<file path="config.mk">
export PLATFORM = sky130hd
export DESIGN_NAME = pc_return_stack
export DESIGN_NICKNAME = d
export VERILOG_FILES = /design/src/rtl/pc_return_stack_pkg.sv /design/src/rtl/pc_return_stack.sv
export SDC_FILE = /design/constraint.sdc
export NUM_CORES = 1
export LEC_CHECK = 0
export ABC_AREA = 1
export CAP_MARGIN = 20
export CORE_ASPECT_RATIO = 0.6
export CORE_UTILIZATION = 30
export CTS_BUF_LIST = sky130_fd_sc_hd__clkbuf_16
export CTS_CLUSTER_SIZE = 10
export DETAILED_ROUTE_END_ITERATION = 10
export GPL_TIMING_DRIVEN = 0
export MAX_ROUTING_LAYER = met4
export PLACE_DENSITY = 0.51
export SLEW_MARGIN = 10
export SYNTH_ARGS = -nofsm -noshare
export SYNTH_HDL_FRONTEND = slang
export SYNTH_SLANG_ARGS = --single-unit
</file>
<file path="constraint.sdc">
create_clock -name clk -period 3.7 [get_ports clk]
set_input_delay 0.74 -clock clk [delete_from_list [all_inputs] [get_ports clk]]
set_output_delay 0.74 -clock clk [all_outputs]
set_load 0.01 [all_outputs]
</file>
<file path="src/rtl/pc_return_stack_pkg.sv">
// Shared CPU definitions: PC width, return-stack depth and the decoder's stack-op encoding.
package pc_return_stack_pkg;

  localparam int PC_WIDTH  = 8;
  localparam int RAS_DEPTH = 4;

  typedef enum logic [1:0] {
    OP_NOP  = 2'b00,
    OP_PUSH = 2'b01,
    OP_POP  = 2'b10,
    OP_SWAP = 2'b11
  } stack_op_e;

  // Returns {nPush, nPop}; SWAP is a call and a return in the same cycle.
  function automatic logic [1:0] stack_op_strobes(input stack_op_e op);
    return {~(op == OP_PUSH || op == OP_SWAP), ~(op == OP_POP || op == OP_SWAP)};
  endfunction

endpackage

</file>
<file path="src/rtl/pc_return_stack.sv">
// Return-address LIFO for the PC: calls store PC+1, returns drive the counter's
// parallel-load data and active-low load strobe one cycle after the pop edge.
module pc_return_stack
  import pc_return_stack_pkg::*;
#(
  parameter int WIDTH = PC_WIDTH,
  parameter int DEPTH = RAS_DEPTH,
  localparam int CW = $clog2(DEPTH + 1)
) (
  input  logic             clk,
  input  logic             nReset,
  input  logic [WIDTH-1:0] pcIn,
  input  logic             nPush,
  input  logic             nPop,
  input  logic             clearErr,
  output logic [WIDTH-1:0] loadOut,
  output logic             nLoadOut,
  output logic [CW-1:0]    depth,
  output logic             empty,
  output logic             full,
  output logic             overflow,
  output logic             underflow
);

  localparam int IW = $clog2(DEPTH);

  logic [WIDTH-1:0] entry [DEPTH];
  logic             push, pop;
  logic             do_push, do_pop, do_swap;
  logic             ovf_set, unf_set;
  logic [IW-1:0]    top_idx, wr_idx;

  assign push  = ~nPush;
  assign pop   = ~nPop;
  assign empty = (depth == '0);
  assign full  = (depth == CW'(DEPTH));

  // A push+pop on a non-empty stack replaces the top in place; on an empty
  // stack the pop half is dropped and only flagged.
  assign do_swap = push & pop & ~empty;
  assign do_push = push & ~do_swap & ~full;
  assign do_pop  = pop & ~push & ~empty;
  assign ovf_set = push & ~pop & full;
  assign unf_set = pop & empty;

  assign top_idx = IW'(depth - CW'(1));
  assign wr_idx  = do_swap ? top_idx : IW'(depth);

  always_ff @(posedge clk) begin
    if (do_push | do_swap) entry[wr_idx] <= pcIn + WIDTH'(1);
  end

  always_ff @(posedge clk or negedge nReset) begin
    if (!nReset) begin
      loadOut   <= '0;
      nLoadOut  <= 1'b1;
      depth     <= '0;
      overflow  <= 1'b0;
      underflow <= 1'b0;
    end else begin
      nLoadOut <= ~(do_pop | do_swap);
      if (do_pop | do_swap) loadOut <= entry[top_idx];
      if (do_push)     depth <= depth + CW'(1);
      else if (do_pop) depth <= depth - CW'(1);
      overflow  <= ovf_set | (overflow  & ~clearErr);
      underflow <= unf_set | (underflow & ~clearErr);
    end
  end

endmodule

</file>
==> metrics.csv <==
metric,value,unit
routing usage on met2,17.2,%
post-synthesis cell area,0.00216,sq mm
crit path max-delay cell type,clkdlybuf4s50_1,
"Core Util, Final",39.9,%
critical path arrival,1.98,ns
met1 Track Usage GR,21.2,%
share of layout cells above drive strength 1,10.6,%
maximum VDD drop,267,uV
Detail Route Antenna Nets,0,
min Tclk post-route,2.72,ns
placed instance area,0.00255,sq mm
Resized cells post-CTS,0,
Synth Register Bits,46,
area grow syn2layout,25.7,%
wire length per cell,14.0,um
"commonest non-fill, non-tap cells in the layout","51 x nand2_1, 43 x nor2_1, 32 x edfxtp_1, 28 x clkdlybuf4s50_1, 13 x dfrtp_1",
total CTS buffers,5,
vias,1478,
Max-cap violations,0,
first-pass GRT wire length,7.43,mm
total track usage,14.3,%
CP dominant cell by count,inv_1,
num ports,29,
"most common cell after layout, fill and taps aside",nand2_1,
final instance area,0.00272,sq mm
Worst Hold Class,reg2reg,
GP Congestion,0.740,
average size of a mapped cell,10.3,sq um
Post-CTS Setup Bufs,0,
post-synthesis sequential area ratio,60.7,%
clk buf depth,2,
area of the die,0.00757,sq mm
Leakage,1.12,nW
Buffers on Ports,28,
final setup vio count,0,
drt total wl,4.66,mm
Clock Power Share,21.1,%
pwr dens,887,mW/mm^2
"critical path, cell by cell","inv_1, clkbuf_8, ha_1, inv_1, nor2_1, clkdlybuf4s50_1",
FMAX,0.368,GHz
Ys Warns,0,
busiest grt layer,met1,
via-per-instance ratio,4.44,
worst slew pin tran,0.848,ns
Crit Path Class,reg2out,
Die Ht,67.8,um
hold buffers post-CTS,0,
Worst-path clk slew,0.06,ns
Sw Ratio,37.6,%
Worst Hold Slack,0.480,ns
later-pin clock latency in the skew report,0.29,ns
cell family with most CP delay,buffers and inverters,
part of the power in registers,33.5,%
CP Capture Type,output pin,
n_diodes,0,
CTS Root Cell,clkbuf_16,
count of pins over their slew limit,0,
grt ovf,0,
Unique masters post-synth,28,
FP Rows,23,
Post-Syn Nets,227,
drt pass-1 iters,7,
WP data required,2.96,ns
initial antenna violation count,0,
Internal Power,1.51,mW
largest stage delay on the critical path,0.55,ns
vias in the first global route,1264,
crit-path max FO,11,
Layout fillers,679,
Final Skew,0.00316,ns
Sink Count,46,
met3 Usage GRT,3.77,%
Starting Density,31.7,%
switching power,0.906,mW
nets@finish,262,
combinational power share,45.4,%
DRC viols,8,
DP HPWL,3.20,mm
synthesized instance count,210,
H-Tree Level Count,2,
Final TNS setup,0,ns
RSZ-0062 raised after global routing,no,
floorplan core area,0.00682,sq mm
overall power,2.41,mW
die extent in x,112,um
critical path launch point type,register,
Worst Path Buf+Inv,4,
status,"complete, but fails checks",
normalized max-slew margin,43.2,%
largest net degree at the start of global routing,15,
final period utilization,73.5,%
Initial DRC Count,105,
failing checks,design-rule violations,
TritonCTS clock tree,built,
Final Hold Vio Count,0,
[synth_stat cells (all sizes together)]
| cell type | instances | area share [%] |
|---|---|---|
| o32ai | 1 | 0.40 |
| nor2 | 43 | 7.5 |
| nand2 | 55 | 10 |
| inv | 12 | 2.4 |
| o22ai | 1 | 0.29 |
| o21ai | 17 | 3.9 |
| ha | 4 | 2.3 |
| clkbuf | 3 | 1.4 |
| buf | 4 | 2.7 |
| nand4 | 2 | 0.58 |
| dfrtp | 13 | 15 |
| dfstp | 1 | 1.2 |
| xnor2 | 4 | 1.6 |
| edfxtp | 32 | 44 |
| xor2 | 4 | 1.6 |
| clkinv | 1 | 0.17 |
| nor3 | 1 | 0.23 |
| nand3 | 12 | 3.7 |
[stage by stage]
stage / cells / worst slack [ns]
CTS: 333 / 0.974
detailed placement: 325 / 0.876
global placement: 325 / 0.883
floorplan: 210 / 1.58
finish: 333 / 0.982
global route: 333 / 0.797
[area by class of cell]
class	count	area [sq um]	share of cell area (%)
Sequential cell	46	1310	48.3
Multi-Input combinational cell	144	706	26.0
Timing Repair Buffer	28	280	10.3
Clock buffer	5	125	4.60
Tap cell	87	109	4.00
Buffer	7	88.8	3.27
Inverter	13	56.3	2.07
Clock inverter	3	41.3	1.52
[sequential cells by signal, indices dropped and copies added (netlist names)]
| signal | flops |
|---|---|
| loadOut | 8 |
| entry | 32 |
| depth | 3 |
| nLoadOut | 1 |
| overflow | 1 |
| underflow | 1 |
[logic make-up (layout without fill, tap and decap cells)]
kind of cell	Yosys count	count (layout)	synth area share, %
adder cells (fa/ha/maj)	4	4	2.31
AO/OA/AOI/OAI	19	19	4.63
AND/OR/NAND/NOR	113	113	22.4
buffers and inverters	20	56	6.71
XOR/XNOR	8	8	3.24
flip-flops	46	46	60.7
[worst paths after layout]
| path | startpoint | endpoint | slack [ns] | cells after the start |
|---|---|---|---|---|
| setup / recovery | depth[0]$_DFFE_PN0P_ | empty | 0.98 | 6 |
| hold reg to reg | loadOut[6]$_DFFE_PN0N_ | loadOut[6]$_DFFE_PN0N_ | 0.48 | 2 |
| max in group asynchronous | nReset | loadOut[5]$_DFFE_PN0N_ | 2.45 | 1 |
| setup reg to reg | depth[0]$_DFFE_PN0P_ | entry[1][1]$_DFFE_PP_ | 1.05 | 7 |
| min in group asynchronous | nReset | overflow$_DFF_PN0_ | 0.85 | 1 |
| hold / removal | loadOut[6]$_DFFE_PN0N_ | loadOut[6]$_DFFE_PN0N_ | 0.48 | 2 |
[power groups by stage]
stage          clock network [mW]  logic [mW]  registers [mW]
4_1_cts                     0.521        1.10           0.808
6_report                    0.509        1.09           0.807
3_5_place_dp                    0        1.10           0.818
5_1_grt                     0.540        1.22           0.824
2_1_floorplan                   0       0.666           0.838
3_3_place_gp                    0        1.10           0.815
[tightest hold or removal path: stages (launching register included)]
cell and delay, ns:
dfrtp_1 0.34, nand2_1 0.05, nand2_1 0.05
[metal layers]
metal  part of all wire [%]  routed length, um  up-vias
met3                    6.7                312        5
met5                      0                  0        -
met1                     56               2610      674
met2                     36               1670       41
li1                       -                  -      758
met4                    1.4                 63        0
Note: power is estimated with default switching activity, not from simulation.
